==> config.mk <==
export PLATFORM = sky130hd
export DESIGN_NAME = requant_relu_unit
export DESIGN_NICKNAME = d
export VERILOG_FILES = /design/src/rtl/ecg_acc_pkg.sv /design/src/rtl/requant_relu_unit_sat_clip.sv /design/src/rtl/requant_relu_unit.sv
export SDC_FILE = /design/constraint.sdc
export NUM_CORES = 1
export LEC_CHECK = 0
export ABC_AREA = 1
export CAP_MARGIN = 40
export CELL_PAD_IN_SITES_DETAIL_PLACEMENT = 0
export CELL_PAD_IN_SITES_GLOBAL_PLACEMENT = 1
export CORE_AREA = 2 2 132 134
export DETAILED_ROUTE_END_ITERATION = 12
export DIE_AREA = 0 0 134 136
export PLACE_DENSITY = 0.82
export SYNTH_ARGS = -nofsm -noshare
export SYNTH_HDL_FRONTEND = slang
export SYNTH_HIERARCHICAL = 1
export SYNTH_SLANG_ARGS = --single-unit
==> constraint.sdc <==
create_clock -name clk -period 3 [get_ports clk]
set_input_delay 0.9 -clock clk [delete_from_list [all_inputs] [get_ports clk]]
set_output_delay 0.9 -clock clk [all_outputs]
set_load 0.01 [all_outputs]
==> src/rtl/ecg_acc_pkg.sv <==
// Shared accumulator and int8 types for the MAC, requantization and pooling stages.
package ecg_acc_pkg;
    localparam int ACC_W  = 24;
    localparam int BIAS_W = 16;
    localparam int Q_W    = 8;
    localparam int Q_MAX  = 127;
    localparam int Q_MIN  = -128;

    typedef logic signed [ACC_W-1:0] acc_t;
    typedef logic signed [Q_W-1:0]   q_t;
endpackage

==> src/rtl/requant_relu_unit_sat_clip.sv <==
// sat_clip_s8: combinational optional-ReLU plus saturation of a wide signed value to int8.
module sat_clip_s8
    import ecg_acc_pkg::*;
#(
    parameter int IN_W = ACC_W + 2
) (
    input  logic signed [IN_W-1:0] din,
    input  logic                   relu,
    output q_t                     dout,
    output logic                   clip
);
    localparam logic signed [IN_W-1:0] HI = IN_W'(Q_MAX);
    localparam logic signed [IN_W-1:0] LO = IN_W'(Q_MIN);

    // ReLU takes precedence over clipping; a zeroed negative is not a saturation event
    always_comb begin
        dout = q_t'(0);
        clip = 1'b0;
        if (relu && din[IN_W-1]) begin
            dout = q_t'(0);
            clip = 1'b0;
        end else if (din > HI) begin
            dout = q_t'(Q_MAX);
            clip = 1'b1;
        end else if (din < LO) begin
            dout = q_t'(Q_MIN);
            clip = 1'b1;
        end else begin
            dout = din[Q_W-1:0];
            clip = 1'b0;
        end
    end
endmodule

==> src/rtl/requant_relu_unit.sv <==
// requant_relu_unit: bias add, arithmetic shift, optional ReLU and int8 saturation, 3-cycle latency.
// Define REQUANT_ROUND_EN to round half up in the shift stage instead of truncating.
module requant_relu_unit
    import ecg_acc_pkg::*;
#(
    parameter int ACC_W  = ecg_acc_pkg::ACC_W,
    parameter int BIAS_W = ecg_acc_pkg::BIAS_W,
    parameter int LAT    = 3
) (
    input  logic                     clk,
    input  logic                     rst_n,
    input  logic                     en_in,
    input  logic signed [ACC_W-1:0]  Xin,
    input  logic signed [BIAS_W-1:0] bias,
    input  logic [4:0]               shift,
    input  logic                     relu_en,
    output logic signed [Q_W-1:0]    Yout,
    output logic                     en_out,
    output logic [15:0]              sat_cnt
);
    localparam int S1_W = ACC_W + 1;
    localparam int S2_W = ACC_W + 2;

    if (LAT != 3) begin : g_lat_check
        $error("requant_relu_unit: LAT must be 3");
    end

    logic                     en_prev_r;
    logic signed [BIAS_W-1:0] bias_r;
    logic [4:0]               shift_r;
    logic                     relu_r;

    logic                     start_s;
    logic signed [BIAS_W-1:0] bias_eff_s;
    logic [4:0]               shift_eff_s;
    logic                     relu_eff_s;

    logic                     v1_r;
    logic signed [S1_W-1:0]   s1_r;
    logic [4:0]               shift1_r;
    logic                     relu1_r;
    logic signed [S1_W-1:0]   s1_s;

    logic                     v2_r;
    logic signed [S2_W-1:0]   s2_r;
    logic                     relu2_r;
    logic signed [S2_W-1:0]   s1_ext_s;
    logic signed [S2_W-1:0]   s2_s;

    q_t                       clip_y_s;
    logic                     clip_s;
    logic signed [Q_W-1:0]    yout_r;
    logic                     en_out_r;
    logic [15:0]              sat_cnt_r;

    assign start_s = en_in & ~en_prev_r;

    // First sample of a burst bypasses the config registers so it already sees the new settings
    always_comb begin
        if (start_s) begin
            bias_eff_s  = bias;
            shift_eff_s = shift;
            relu_eff_s  = relu_en;
        end else begin
            bias_eff_s  = bias_r;
            shift_eff_s = shift_r;
            relu_eff_s  = relu_r;
        end
    end

    assign s1_s = S1_W'(Xin) + S1_W'(bias_eff_s);

`ifdef REQUANT_ROUND_EN
    localparam logic [4:0] SH_LIM = 5'(ACC_W + 1);
    logic signed [S2_W-1:0] rnd_s;

    // Half-LSB rounding offset; beyond SH_LIM the result is pure sign bits and no offset applies
    always_comb begin
        s1_ext_s = S2_W'(s1_r);
        if (shift1_r != 5'd0 && shift1_r <= SH_LIM) begin
            rnd_s = {{(S2_W-1){1'b0}}, 1'b1} << (shift1_r - 5'd1);
        end else begin
            rnd_s = {S2_W{1'b0}};
        end
        s2_s = (s1_ext_s + rnd_s) >>> shift1_r;
    end
`else
    // Truncating arithmetic shift (floor)
    always_comb begin
        s1_ext_s = S2_W'(s1_r);
        s2_s     = s1_ext_s >>> shift1_r;
    end
`endif

    sat_clip_s8 #(
        .IN_W (S2_W)
    ) u_clip (
        .din  (s2_r),
        .relu (relu2_r),
        .dout (clip_y_s),
        .clip (clip_s)
    );

    // Burst-start detection and config capture
    always_ff @(posedge clk or negedge rst_n) begin
        if (!rst_n) begin
            en_prev_r <= 1'b0;
            bias_r    <= {BIAS_W{1'b0}};
            shift_r   <= 5'd0;
            relu_r    <= 1'b0;
        end else begin
            en_prev_r <= en_in;
            if (start_s) begin
                bias_r  <= bias;
                shift_r <= shift;
                relu_r  <= relu_en;
            end
        end
    end

    // Stages 1 and 2 each carry their own config copy so overlapping bursts stay isolated
    always_ff @(posedge clk or negedge rst_n) begin
        if (!rst_n) begin
            v1_r     <= 1'b0;
            s1_r     <= {S1_W{1'b0}};
            shift1_r <= 5'd0;
            relu1_r  <= 1'b0;
            v2_r     <= 1'b0;
            s2_r     <= {S2_W{1'b0}};
            relu2_r  <= 1'b0;
        end else begin
            v1_r     <= en_in;
            s1_r     <= s1_s;
            shift1_r <= shift_eff_s;
            relu1_r  <= relu_eff_s;
            v2_r     <= v1_r;
            s2_r     <= s2_s;
            relu2_r  <= relu1_r;
        end
    end

    // Stage 3 output registers and saturation counter; a burst start wins over a same-cycle clip
    always_ff @(posedge clk or negedge rst_n) begin
        if (!rst_n) begin
            yout_r    <= {Q_W{1'b0}};
            en_out_r  <= 1'b0;
            sat_cnt_r <= 16'd0;
        end else begin
            en_out_r <= v2_r;
            yout_r   <= v2_r ? clip_y_s : {Q_W{1'b0}};
            if (start_s) begin
                sat_cnt_r <= 16'd0;
            end else if (v2_r && clip_s && sat_cnt_r != 16'hFFFF) begin
                sat_cnt_r <= sat_cnt_r + 16'd1;
            end
        end
    end

    assign Yout    = yout_r;
    assign en_out  = en_out_r;
    assign sat_cnt = sat_cnt_r;
endmodule

== After elaboration in Yosys (flattened, before gate mapping) ==
Index checks and enable logic that the tools add are counted.
W data, S select, Z words.

* Register bits after elaboration: 101
* Output and inout port bits: 25

* $add $sub $neg: 2
* Order comparisons: 2
* Equality and inequality tests: 1
* Shift-type cells: 1
* Muxes and demuxes: 10
* Bitwise gates (word level): 2
* Reductions and logical operators: 4

{| class="wikitable"
|+ Operators by type and width
! cell !! count
|-
| $mux W16 || 3
|-
| $mux W8 || 4
|-
| $gt A26 B8 Y1 const B || 1
|-
| $lt A26 B8 Y1 const B || 1
|-
| $sshr A25 B5 Y26 || 1
|-
| $add A24 B16 Y25 || 1
|-
| $add A16 B1 Y16 const B || 1
|-
| $ne A16 B16 Y1 const B || 1
|-
| $logic_and A1 B1 Y1 || 3
|-
| $mux W1 || 3
|-
| $reduce_bool A2 Y1 || 1
|-
| $and A1 B1 Y1 || 1
|-
| $not A1 Y1 || 1
|}

== Longest topological paths before layout ==
* Depth in word-level cells: 8
* Mapped depth: 18
* Mapped depth without buffers: 17

== Cells and area by module ==
Netlist, hierarchy kept.

{| class="wikitable"
|+ By module, submodules not included
! module !! times used !! cells an instance !! area an instance (µm²) !! seq. area each (µm²)
|-
| requant_relu_unit || 1 || 983 || 6518.8 || 2502.4
|-
| sat_clip_s8 || 1 || 52 || 254.0 || 0.0
|}

== Worst setup path before layout ==
Ideal clock, no wire load.

* Kind: input-to-reg
* Start: input port en_in
* End: register s1_r[12]
* Library setup time: 0.079 ns
* Arrival: 2.798 ns
* Required time: 2.921 ns
* Path slack: 0.122 ns
* Stages: 16
* Path buffers: 1
* Cell sequence: inv_2 -> nor2_4 -> clkbuf_1 -> nand2_1 -> nand2_1 -> ha_1 -> inv_1 -> fa_1 -> inv_2 -> nand2_1 -> nand2_1 -> nand3_1 -> nand2_1 -> nand2_1 -> nand2_1 -> xor2_1

* Longest elaborated chain between the ends: 3

{| class="wikitable"
|+ Ends and longest elaborated chain
! what !! RTL line !! text
|-
| start: declaration || requant_relu_unit.sv:12 || <nowiki>input logic en_in,</nowiki>
|-
| $and A1 B1 Y1 || requant_relu_unit.sv:56 || <nowiki>assign start_s = en_in & ~en_prev_r;</nowiki>
|-
| $mux W16 || -- ||
|-
| via bias_eff_s[0] || requant_relu_unit.sv:34 || <nowiki>logic signed [BIAS_W-1:0] bias_eff_s;</nowiki>
|-
| $add A24 B16 Y25 || requant_relu_unit.sv:71 || <nowiki>assign s1_s = S1_W'(Xin) + S1_W'(bias_eff_s);</nowiki>
|-
| via s1_s[12] || requant_relu_unit.sv:42 || <nowiki>logic signed [S1_W-1:0] s1_s;</nowiki>
|-
| end signal: assignment || requant_relu_unit.sv:125 || <nowiki>s1_r <= {S1_W{1'b0}};</nowiki>
|-
| end signal: assignment || requant_relu_unit.sv:133 || <nowiki>s1_r <= s1_s;</nowiki>
|-
| end: declaration || requant_relu_unit.sv:39 || <nowiki>logic signed [S1_W-1:0] s1_r;</nowiki>
|}

The timed path passes the listed nets, and every way through them passes these cells.
A chain may end at the register's enable or synchronous reset.

== Worst setup path after layout ==
* Start: input port en_in
* End: register s1_r[22]

The elaborated chain is that of the path after synthesis.

==> impl_metrics.py <==
metrics = {
    "logic_synthesis": {
        "synth_flop_cell": "dfrtp_1",
        "synth.cell_area_sq_um": 6770,
        "ys_warn_count": 6,
        "synthSimpleGateAreaFrac": 0.439,
        "syn_nets": 1111,
        "synth_cell_type_count": 35,
        "synth_compound_area_frac": 0.0369,
        "postSynth.asyncResetShare": 1.00,
        "synth_adder_area_share": 0.0510,
        "synthXorXnorAreaFrac": 0.0181,
        "netlist_instances": 1035,
        "synthMuxAreaShare": 0,
        "synth_seq_cells": 100,
        "ys_seq_area_frac": 0.369,
        "synth_edf_count": 0,
        "syn_area_per_cell_sq_um": 6.54,
        "synth_top_family_by_area": "simple AND/OR/NAND/NOR gates",
    },
    "clock_network": {
        "clkTransAtPathRegs_ns": 0.07,
        "cts_buffers": 9,
        "hold_buffers": 0,
        "tritoncts": "done",
        "htreeDepth": 3,
        "cts_max_path_buffers": 2,
        "cts-root-buf": "clkbuf_16",
        "cts_sinks": 100,
        "clock_latency_ns": 0.35,
    },
    "layout": {
        "multiInputGateArea_sq_um": 3840,
        "regArea_sq_um": 2500,
        "syn2layout_area_growth_pct": 28.4,
        "nets": 1232,
        "layout-drive-gt1-share": 0.128,
        "fin_area_sq_um": 8700,
        "finalCoreUtilization": 0.515,
        "fillers": 1773,
        "stdcell_count": 1386,
        "n_antenna_cell": 0,
    },
    "routing": {
        "ant_nets": 0,
        "dr.pass1.iters": 8,
        "drt_iter0_markers": 373,
        "highest_layer": "met4",
        "wl_met3_microns": 565,
        "vias": 6552,
        "wl_per_cell_microns": 12.4,
        "vias_per_cell": 4.73,
        "drc": 0,
        "routed_wl_microns": 17200,
        "routed-wl-met2_microns": 8170,
        "wl_met1_microns": 8150,
    },
    "setup_path": {
        "critPathMostFrequentCell": "nand2_1",
        "cpMaxStageDelayCell": "ha_1",
        "path_max_fanout": 7,
        "critical_path_required_ns": 3.25,
        "crit_family": "simple AND/OR/NAND/NOR gates",
        "crit_chain": "dlymetal6s2s_1 > inv_2 > nor2_4 > buf_12 > buf_12 > nand2_1 > nand2_4 > buf_4 > ha_1 > nand2_1 > inv_1 > nand2_1 > nand2_1 > a21oi_1 > nand3_1 > nand2_1 > nand2_1",
        "worst_setup_path_end_kind": "flip-flop",
        "crit_path_start_kind": "primary input",
        "cp_num_buf_inv": 6,
        "slowest_delay_ns": 0.27,
        "crit_start": "en_in",
        "rr_startpoint": "v1_r$_DFF_PN0_",
        "critPathKind": "primary input to flip-flop",
        "crit_arrival_ns": 2.88,
    },
    "global_routing": {
        "grt_max_degree": 59,
        "grt_pass1_vias": 6109,
        "grt_usage": 0.199,
        "gr-total-overflow": 0,
        "antenna_found_initial": 0,
        "grt_pass1_wl_microns": 29000,
    },
    "power": {
        "p_per_area_nw_per_um2": 590,
        "ir_worst_vdd_uv": 298,
        "power.leakage_nw": 4.58,
    },
    "min_path": {
        "worstHoldPathType": "flip-flop to flip-flop",
        "worstHoldStart": "relu1_r$_DFFE_PN0N_",
    },
    "placement": {
        "place_area_sq_um": 8100,
        "dp.cells": 1362,
        "port_buffers": 73,
        "dp_hpwl_microns": 13400,
        "gp_congestion": 0.907,
    },
    "status": {
        "status": "finished clean",
    },
    "sta": {
        "worstMarginPinSlew_ns": 0.763,
        "slew-limit-headroom": 0.491,
        "min_period_over_period": 0.879,
        "setup_viol": 0,
        "clock_skew_ns": 0.00604,
        "rsz0062_at_grt": "false",
        "slew_viol_final": 0,
        "fin_crit_ns": 2.64,
        "final_hold_viol_count": 0,
        "max_clock_freq_mhz": 379,
    },
    "floorplanning": {
        "num_rows": 48,
        "core_area_sq_um": 16900,
        "fp.dieH_microns": 136,
        "die-area_sq_um": 18200,
        "initial_core_util": 0.401,
        "fp.dieW_microns": 134,
        "pin_count": 74,
    },
    "job": {
        "drv_cap": 0,
    },
}
## placed cells by master (no fill, tap or decap), types with 3 or more instances in the layout
cell and n:
nand4_1 16, buf_12 3, clkdlybuf4s50_1 71, xor2_1 13, nand2_2 10, o21ai_1 5
clkbuf_16 10, and2_1 3, nor3_1 3, o21ai_0 6, nand2_1 424, nand3_1 151
dfrtp_1 100, a21oi_2 4, nor2_4 5, nor2_2 10, ha_4 5, o21ai_2 8
clkinv_1 6, ha_1 20, a21oi_1 17, inv_1 100, nor2_1 68, nand3_2 3
buf_4 62, inv_2 13
## kinds of logic (layout without fill, tap and decap cells)
logic type / Yosys count / in the layout
simple gates: 702 / 702
buf+inv: 149 / 275
flops: 100 / 100
compound gates: 43 / 43
fa+ha+maj: 27 / 27
xor+xnor: 14 / 14
## synthesized netlist by cell type (4+ instances only)
library cell,number,area (sq um)
nor2_1,76,285
inv_2,14,52.6
nor2_4,4,45.0
ha_1,26,325
buf_1,5,18.8
inv_1,100,375
clkinv_1,6,22.5
o21ai_1,6,30.0
nand4_1,16,100
dfrtp_1,100,2500
buf_2,10,50.1
nand3_1,154,771
o21ai_2,7,61.3
xor2_1,13,114
a21oi_1,21,105
clkbuf_1,12,45.0
nand2_1,432,1620
o21ai_0,6,30.0
## worst paths after layout
| check | to | cells past startpoint | slack [ns] |
|---|---|---|---|
| hold / removal | relu2_r$_DFF_PN0_ | 0 | 0.38 |
| max in group asynchronous | s2_r[12]$_DFF_PN0_ | 2 | 1.76 |
| setup / recovery | s1_r[22]$_DFF_PN0_ | 17 | 0.36 |
| setup reg to reg | s1_r[22]$_DFF_PN0_ | 15 | 0.71 |
| min in group asynchronous | bias_r[6]$_DFF_PN0_ | 1 | 0.53 |
| hold reg to reg | relu2_r$_DFF_PN0_ | 0 | 0.38 |
## cell type report
class | instances | share of cell area
Clock buffer | 12 | 0.0295
Sequential cell | 100 | 0.288
Timing Repair Buffer | 138 | 0.146
Clock inverter | 4 | 0.00920
Inverter | 121 | 0.0531
Multi-Input combinational cell | 786 | 0.442
Tap cell | 225 | 0.0324
## through the flow
stage | worst slack [ns] | hold WS [ns] | power [mW] | TNS [ns]
6_report | 0.363 | 0.381 | 5.14 | 0
2_1_floorplan | 0.122 | 0.349 | 3.11 | 0
4_1_cts | -0.0275 | 0.383 | 5.12 | -0.0723
5_1_grt | 0.179 | 0.402 | 5.54 | 0
3_3_place_gp | -0.472 | 0.361 | 3.79 | -8.36
3_5_place_dp | -0.486 | 0.363 | 3.79 | -8.47
## where the power goes
part / switching (mW) / leakage, nW / internal [mW]
combinational: 1.19 / 3.18 / 0.818
clock: 0.517 / 0.165 / 0.784
sequential: 0.176 / 1.24 / 1.65
## registers in the layout, indices dropped and copies added (netlist names), 5 cells and up
name and cells:
sat_cnt 16, Yout 8, bias_r 16, shift1_r 5, s1_r 25, s2_r 25
## repair_timing
item	in CTS	in global routing
setup buffers	1	6
setup endpoints to repair	16	20
pin swaps	0	2
resized for setup	7	32
gates cloned	0	1
hold endpoints to repair	0	0
## worst register-to-register path, stage by stage (launching register included)
cell	delay, ns
dfrtp_1	0.41
nor2_4	0.23
buf_12	0.16
buf_12	0.10
nand2_1	0.07
nand2_4	0.13
buf_4	0.15
ha_1	0.27
nand2_1	0.15
inv_1	0.05
nand2_1	0.06
nand2_1	0.04
a21oi_1	0.17
nand3_1	0.10
nand2_1	0.06
nand2_1	0.04
## layer usage
metal  global-route usage  vias to the layer above
li1                     -                     3498
met1                0.264                     2907
met2                0.337                      125
met3               0.0287                       22
met4               0.0585                        0
met5                    0                        -
Note: power is estimated with default switching activity, not from simulation.
